[src/rtl/instruction_fetch_unit.sv]
// IF stage: owns the PC, drives the imem read port and feeds IF/ID.
// Optional PC_MISALIGN_CHECK_EN traps misaligned redirects to TRAP_VECTOR.
module instruction_fetch_unit #(
    parameter logic [31:0] RESET_VECTOR = 32'h0000_0000
`ifdef PC_MISALIGN_CHECK_EN
    ,
    parameter logic [31:0] TRAP_VECTOR  = 32'h0000_0100
`endif
) (
    input  logic        CLK,
    input  logic        RESET,
    input  logic        PC_SEL,
    input  logic [31:0] BRANCH_TARGET,
    input  logic        STALL,
    output logic        IMEM_READ,
    output logic [31:0] IMEM_ADDRESS,
    input  logic [31:0] IMEM_READDATA,
    input  logic        IMEM_BUSYWAIT,
    output logic [31:0] FETCH_INSTRUCTION,
    output logic [31:0] FETCH_PC,
    output logic        BUSYWAIT,
    output logic        MISALIGN_FAULT
);

    localparam logic [31:0] NOP = 32'h0000_0013;

    typedef enum logic [1:0] {
        S_BOOT,
        S_REQ,
        S_DISCARD,
        S_HELD
    } state_t;

    state_t      r_state;
    logic [31:0] r_pc;
    logic [31:0] r_redirect_tgt;
    logic [31:0] r_hold_instr;
    logic [31:0] r_hold_pc;

    logic [31:0] w_tgt;
    logic [31:0] w_pc_inc;

    assign w_pc_inc = r_pc + 32'd4;

`ifdef PC_MISALIGN_CHECK_EN
    logic w_misalign;
    logic r_fault;

    assign w_misalign = |BRANCH_TARGET[1:0];
    assign w_tgt      = w_misalign ? TRAP_VECTOR : BRANCH_TARGET;

    // Any accepted redirect (every state but boot) can raise the fault.
    always_ff @(posedge CLK or negedge RESET) begin
        if (!RESET) begin
            r_fault <= 1'b0;
        end else if (PC_SEL && w_misalign && r_state != S_BOOT) begin
            r_fault <= 1'b1;
        end
    end

    assign MISALIGN_FAULT = r_fault;
`else
    assign w_tgt          = BRANCH_TARGET & 32'hFFFF_FFFC;
    assign MISALIGN_FAULT = 1'b0;
`endif

    always_ff @(posedge CLK or negedge RESET) begin
        if (!RESET) begin
            r_state        <= S_BOOT;
            r_pc           <= RESET_VECTOR;
            r_redirect_tgt <= 32'h0;
            r_hold_instr   <= NOP;
            r_hold_pc      <= 32'h0;
        end else begin
            unique case (r_state)
                S_BOOT: begin
                    r_state <= S_REQ;
                end
                S_REQ: begin
                    if (PC_SEL) begin
                        if (IMEM_BUSYWAIT) begin
                            r_redirect_tgt <= w_tgt;
                            r_state        <= S_DISCARD;
                        end else begin
                            r_pc <= w_tgt;
                        end
                    end else if (!IMEM_BUSYWAIT) begin
                        if (STALL) begin
                            r_hold_instr <= IMEM_READDATA;
                            r_hold_pc    <= r_pc;
                            r_state      <= S_HELD;
                        end else begin
                            r_pc <= w_pc_inc;
                        end
                    end
                end
                // The in-flight access must finish; the newest target wins.
                S_DISCARD: begin
                    if (!IMEM_BUSYWAIT) begin
                        r_pc    <= PC_SEL ? w_tgt : r_redirect_tgt;
                        r_state <= S_REQ;
                    end else if (PC_SEL) begin
                        r_redirect_tgt <= w_tgt;
                    end
                end
                S_HELD: begin
                    if (PC_SEL) begin
                        r_pc    <= w_tgt;
                        r_state <= S_REQ;
                    end else if (!STALL) begin
                        r_pc    <= w_pc_inc;
                        r_state <= S_REQ;
                    end
                end
                default: begin
                    r_state <= S_BOOT;
                end
            endcase
        end
    end

    always_comb begin
        IMEM_READ         = 1'b0;
        BUSYWAIT          = 1'b1;
        FETCH_INSTRUCTION = r_hold_instr;
        FETCH_PC          = r_hold_pc;
        unique case (r_state)
            S_REQ: begin
                IMEM_READ         = 1'b1;
                FETCH_INSTRUCTION = IMEM_READDATA;
                FETCH_PC          = r_pc;
                BUSYWAIT          = IMEM_BUSYWAIT | STALL | PC_SEL;
            end
            S_DISCARD: begin
                IMEM_READ = 1'b1;
            end
            S_HELD: begin
                BUSYWAIT = STALL | PC_SEL;
            end
            default: begin
                IMEM_READ = 1'b0;
            end
        endcase
    end

    assign IMEM_ADDRESS = r_pc;

endmodule

[config.mk]
export PLATFORM = sky130hd
export DESIGN_NAME = instruction_fetch_unit
export DESIGN_NICKNAME = d
export VERILOG_FILES = /design/src/rtl/instruction_fetch_unit.sv
export SDC_FILE = /design/constraint.sdc
export NUM_CORES = 1
export LEC_CHECK = 0
export CAP_MARGIN = 20
export CORE_UTILIZATION = 50
export CTS_BUF_LIST = sky130_fd_sc_hd__clkbuf_16
export DETAILED_ROUTE_END_ITERATION = 12
export PLACE_DENSITY_LB_ADDON = 0.25
export SLEW_MARGIN = 10
export SYNTH_ARGS = -nofsm -noshare
export SYNTH_HDL_FRONTEND = slang
export SYNTH_SLANG_ARGS = --single-unit
[constraint.sdc]
create_clock -name CLK -period 3.2 [get_ports CLK]
set_input_delay 0.48 -clock CLK [delete_from_list [all_inputs] [get_ports CLK]]
set_output_delay 0.48 -clock CLK [all_outputs]
set_load 0.01 [all_outputs]
==> results.py, run 1 <==
metrics = {
    "critical_path": {
        "required_ns": 2.72,
        "critPathLaunchType": "register",
        "critPathArrivalTime_ns": 2.54,
        "path_class": "reg2out",
        "endpoint_kind": "output pin",
        "cp_max_fo": 48,
    },
    "yosys": {
        "synthCells": 620,
        "synth_fp_nets": 693,
        "yosysWarnings": 0,
        "ys_types": 53,
        "postSynth.asyncResetShare_pct": 100,
        "synth.ff_latch_count": 130,
        "postSynthAreaPerCell_sq_um": 11.3,
        "ys.flop_type": "dfrtp_1",
        "ys_seq_area_share_pct": 46.6,
        "yosysTopAreaCellShare_pct": 45.4,
        "synth.most_common_cell": "mux2_2",
        "synth_area_sq_um": 6990,
        "synth_common_cells": "mux2_2 (160), dfrtp_1 (127), clkbuf_1 (39), nand2_1 (39), nor2_1 (23)",
        "synth_area_leaders": "dfrtp_1 (45%), mux2_2 (26%), a22o_1 (2.1%)",
        "synth_edf_count": 0,
        "post-synth-top-area-cell": "dfrtp_1",
    },
    "cts": {
        "cts_buffers": 17,
        "tritoncts": "yes",
        "cts_setup_buffers": 0,
        "cts-root-buf": "clkbuf_16",
        "ctsHoldBuffers": 0,
        "cts.clk_slew.worst_paths_ns": 0.06,
        "cts_resized": 0,
        "insertion_delay_ns": 0.42,
        "cts.sinks": 130,
        "cts.path.max_buffers": 2,
        "htreeDepth": 4,
    },
    "grt": {
        "overflow": 0,
        "antenna_found_initial": 0,
        "grt_usage_pct": 26.3,
        "grt_max_degree": 65,
        "grt_first_pass_wirelength_mm": 29.6,
        "grt_pass1_vias": 5744,
    },
    "detailed_routing": {
        "vias": 5694,
        "vias_per_cell": 5.93,
        "detail-route-antenna-nets": 0,
        "drc_errors": 0,
        "drt-total-wl_mm": 18.2,
        "wl_per_cell_um": 18.9,
        "dr.pass1.iters": 7,
        "drt-initial-drc-count": 269,
    },
    "sta": {
        "max_slew_margin_pct": 40.0,
        "clock_skew_ns": 0.00830,
        "rsz0062_at_grt": "no",
        "fin_crit_sh_pct": 94.4,
        "finalSetupViolCount": 0,
        "fmax_ghz": 0.331,
        "worstMarginPinSlew_ns": 0.892,
        "maxSlewViolCount": 0,
        "fin_ws_ns": 0.180,
        "hold_slack_ns": 0.0210,
        "period_minus_slack_ns": 3.02,
        "hold_violations": 0,
        "final.setup.tns_ns": 0,
    },
    "floorplanning": {
        "floorplan.die_area_sq_um": 14500,
        "core_area_sq_um": 13500,
        "io_pins": 168,
        "initial_core_util_pct": 52.0,
        "die_h_um": 120,
        "rows": 42,
        "die_w_um": 120,
    },
    "finish": {
        "antenna_cells": 0,
        "nets": 844,
        "drive_above_1_share_pct": 28.4,
        "area_delta_synth_final_pct": 35.5,
    },
    "power": {
        "ir_worst_vdd_uv": 855,
        "p_per_area_nw_per_um2": 1080,
        "p_leak_nw": 3.82,
    },
    "placement": {
        "port_buffers": 164,
        "dpl.hpwl_mm": 12.4,
        "post-place-ws_ns": 0.635,
        "gp_congestion": 0.851,
    },
    "job": {
        "drv_cap": 0,
    },
    "hold_path": {
        "hp-class": "in2async",
    },
    "run_status": {
        "status": "complete, no violations",
    },
}
power by group:
part | switching (mW) | internal, mW | leakage [nW] | total [mW]
sequential | 0.780 | 2.45 | 1.57 | 3.23
clock | 0.723 | 1.29 | 0.292 | 2.02
combinational | 2.06 | 2.96 | 1.96 | 5.02
total | 3.56 | 6.70 | 3.82 | 10.3
worst paths after layout:
kind | startpoint | endpoint | slack (ns) | cells past startpoint
max in group asynchronous | RESET | r_hold_pc[24] | 2.28 | 2
max | r_state[0] | FETCH_PC[15] | 0.18 | 4
min reg2reg | r_redirect_tgt[1] | r_redirect_tgt[1] | 0.49 | 1
max reg2reg | r_state[0] | IMEM_ADDRESS[12] | 0.73 | 7
min in group CLK | r_redirect_tgt[1] | r_redirect_tgt[1] | 0.49 | 1
min | RESET | r_redirect_tgt[11] | 0.02 | 1
cell usage in the layout (no fill, tap or decap), types with 7 or more instances in the layout:
cell	n
a21oi_1	10
inv_1	10
mux2i_1	10
o21ai_0	22
clkbuf_16	17
nand3_1	10
dfrtp_1	127
clkdlybuf4s50_1	163
nor4_1	9
o311ai_0	7
nor3_1	13
nand2_1	39
o211ai_1	8
nand4_1	16
nor2_1	23
or3_1	9
buf_4	16
mux2_2	160
a22o_1	17
logic make-up after synthesis:
kind of cell,after synthesis,synth area share (%)
muxes,170,27.2
and+or+nand+nor,148,11.0
DFF,130,46.6
AOI/OAI and AO/OA,106,11.1
buffers and inverters,61,3.38
adders and majority gates,4,0.716
other,1,0.0536
critical path: stages (launching register included):
cell,delay [ns]
dfrtp_1,0.50
ha_4,0.39
buf_12,0.30
mux2_2,0.38
clkdlybuf4s50_1,0.50
flip-flops by register name, summed over array words and instances (netlist names):
name            flops
r_state             2
IMEM_ADDRESS       32
r_hold_pc          32
r_redirect_tgt     32
r_hold_instr       32
cell type report:
type	count	area (sq um)
Clock buffer	17	425
Clock inverter	15	191
Fill cell	1007	3980
Inverter	10	37.5
Multi-Input combinational cell	429	3520
Sequential cell	130	3260
Tap cell	176	220
Timing Repair Buffer	183	1820
through the flow:
step	util, %	total power [mW]	cell area, sq um	cells
floorplan	-	5.87	6990	620
global placement	65.8	8.07	8860	928
detailed placement	65.8	8.24	8860	928
CTS	70.4	10.3	9480	960
global route	70.4	10.9	9480	960
finish	70.4	10.3	9480	960
layer usage:
| layer | vias up | global-route usage (%) | routed length (um) | part of all wire, % |
|---|---|---|---|---|
| met2 | 226 | 43.4 | 9070 | 50 |
| li1 | 2629 | - | - | - |
| met3 | 33 | 4.95 | 1050 | 5.8 |
| met1 | 2806 | 34.2 | 7660 | 42 |
| met4 | 0 | 10.1 | 386 | 2.1 |
| met5 | - | 0 | 0 | 0 |
(Power assumes the default switching activity.)
==> inputs of run 2 (changes only) <==
- GPL_ROUTABILITY_DRIVEN: unset -> 1
- clock period: 3.2 -> 2.94 ns (I/O delays scaled with it)
==> run 2 against run 1 <==
Sequential power rose by 9.0%. Cell area barely moved. Power is 7.7% higher. Clock power shrank 5%. Sequential share of layout area is essentially flat. Critical path type unchanged.
==> results.py, run 2 (same netlist as run 1, synthesis figures left out) <==
metrics = {
    "cts": {
        "cts-root-buf": "clkbuf_16",
        "htreeDepth": 4,
        "cts.sinks": 130,
        "cts.path.max_buffers": 2,
        "tritoncts": "yes",
        "cts_buffers": 17,
        "cts.clk_slew.worst_paths_ns": 0.05,
        "cts_resized": 0,
        "ctsHoldBuffers": 0,
        "insertion_delay_ns": 0.41,
    },
    "job": {
        "drv_cap": 0,
    },
    "sta": {
        "fin_ws_ns": 0.177,
        "maxSlewViolCount": 0,
        "period_minus_slack_ns": 2.76,
        "worstMarginPinSlew_ns": 0.816,
        "max_slew_margin_pct": 45.1,
        "final.setup.tns_ns": 0,
        "finalSetupViolCount": 0,
        "fmax_ghz": 0.362,
        "rsz0062_at_grt": "no",
        "clock_skew_ns": 0.00686,
        "hold_violations": 0,
        "fin_crit_sh_pct": 94.0,
    },
    "hold_path": {
        "hp-class": "in2async",
    },
    "detailed_routing": {
        "drt-initial-drc-count": 308,
        "wl_per_cell_um": 18.6,
        "drc_errors": 0,
        "dr.pass1.iters": 7,
        "drt-total-wl_mm": 18.0,
        "detail-route-antenna-nets": 0,
        "vias_per_cell": 5.95,
        "vias": 5754,
    },
    "power": {
        "ir_worst_vdd_uv": 587,
        "p_per_area_nw_per_um2": 1170,
        "p_leak_nw": 3.84,
    },
    "placement": {
        "dpl.hpwl_mm": 12.3,
        "post-place-ws_ns": 0.440,
        "gp_congestion": 0.868,
        "port_buffers": 164,
    },
    "finish": {
        "nFillCells": 1013,
        "nets": 852,
        "drive_above_1_share_pct": 27.9,
        "antenna_cells": 0,
        "area_delta_synth_final_pct": 35.4,
        "multi_input_area_sq_um": 3520,
        "seq_area_sq_um": 3260,
        "layout_common_cells": "clkdlybuf4s50_1 (163), mux2_2 (160), dfrtp_1 (127), nand2_1 (39), nor2_1 (23)",
        "final_common_cell": "clkdlybuf4s50_1",
    },
    "critical_path": {
        "required_ns": 2.50,
        "critPathArrivalTime_ns": 2.32,
        "endpoint_kind": "output pin",
        "cp_max_fo": 12,
        "critPathLaunchType": "register",
        "path_class": "reg2out",
    },
    "grt": {
        "grt_pass1_vias": 5808,
        "grt_usage_pct": 26.2,
        "grt_max_degree": 70,
        "overflow": 0,
        "grt_first_pass_wirelength_mm": 29.7,
        "antenna_found_initial": 0,
    },
    "floorplanning": {
        "rows": 42,
        "io_pins": 168,
        "core_area_sq_um": 13500,
        "floorplan.die_area_sq_um": 14500,
        "initial_core_util_pct": 52.0,
        "die_h_um": 120,
        "die_w_um": 120,
    },
    "run_status": {
        "status": "complete, no violations",
    },
}
[run 2: cell types whose count changed in the layout (fill, tap and decap cells not counted), sizes merged]
cell,delta
bufinv,-2
inv,+4
clkinvlp,-4
buf,+8
clkinv,+1
[run 2: final timing paths]
| check | end | start | slack (ns) | cells past startpoint |
|---|---|---|---|---|
| worst min-delay path | r_hold_pc[6] | RESET | 0.03 | 1 |
| max in group asynchronous | r_hold_instr[21] | RESET | 2.16 | 2 |
| worst min register to register | r_redirect_tgt[1] | r_redirect_tgt[1] | 0.49 | 1 |
| worst max-delay path | FETCH_PC[5] | r_state[1] | 0.18 | 5 |
| worst max register to register | IMEM_ADDRESS[12] | r_state[1] | 0.37 | 8 |
| min in group CLK | r_redirect_tgt[1] | r_redirect_tgt[1] | 0.49 | 1 |
[run 2: area by class of cell]
cell class,count,share of cell area [%]
Clock buffer,17,4.49
Clock inverter,14,1.14
Inverter,10,0.396
Multi-Input combinational cell,429,37.2
Sequential cell,130,34.4
Tap cell,176,2.33
Timing Repair Buffer,191,20.1
[run 2: worst max-delay path, stage by stage, from the launching register on]
cell             delay, ns
dfrtp_1               0.44
inv_1                 0.12
ha_4                  0.26
buf_4                 0.25
mux2_2                0.36
clkdlybuf4s50_1       0.48
[run 2: where the power goes]
group	internal, mW	switching (mW)
logic	3.33	2.27
registers	2.67	0.857
clock network	1.21	0.719
total	7.21	3.85
[run 2: repair_timing]
action | CTS | global route
cloned | 0 | 0
setup buffers | 1 | 4
pin swaps | 1 | 0
endpoints found under the setup margin | 8 | 4
[run 2: metal layers]
metal  vias up  global-route usage (%)  share of wire (%)
met5         -                       0                  0
met4         0                    10.1                2.2
met3        32                    5.75                6.1
met2       226                    42.0                 48
met1      2851                    34.7                 43
li1       2645                       -                  -
[run 2: through the flow]
step | cells | instance area (sq um) | hold WS [ns] | utilization [%] | total power [mW]
2_1_floorplan | 620 | 6990 | 0.145 | - | 6.39
6_report | 967 | 9470 | 0.0312 | 70.4 | 11.1
4_1_cts | 963 | 9440 | 0.0584 | 70.2 | 11.0
5_1_grt | 967 | 9470 | 0.0776 | 70.4 | 11.7
3_5_place_dp | 931 | 8890 | 0.477 | 66.1 | 9.03
3_3_place_gp | 931 | 8890 | 0.472 | 66.1 | 8.83
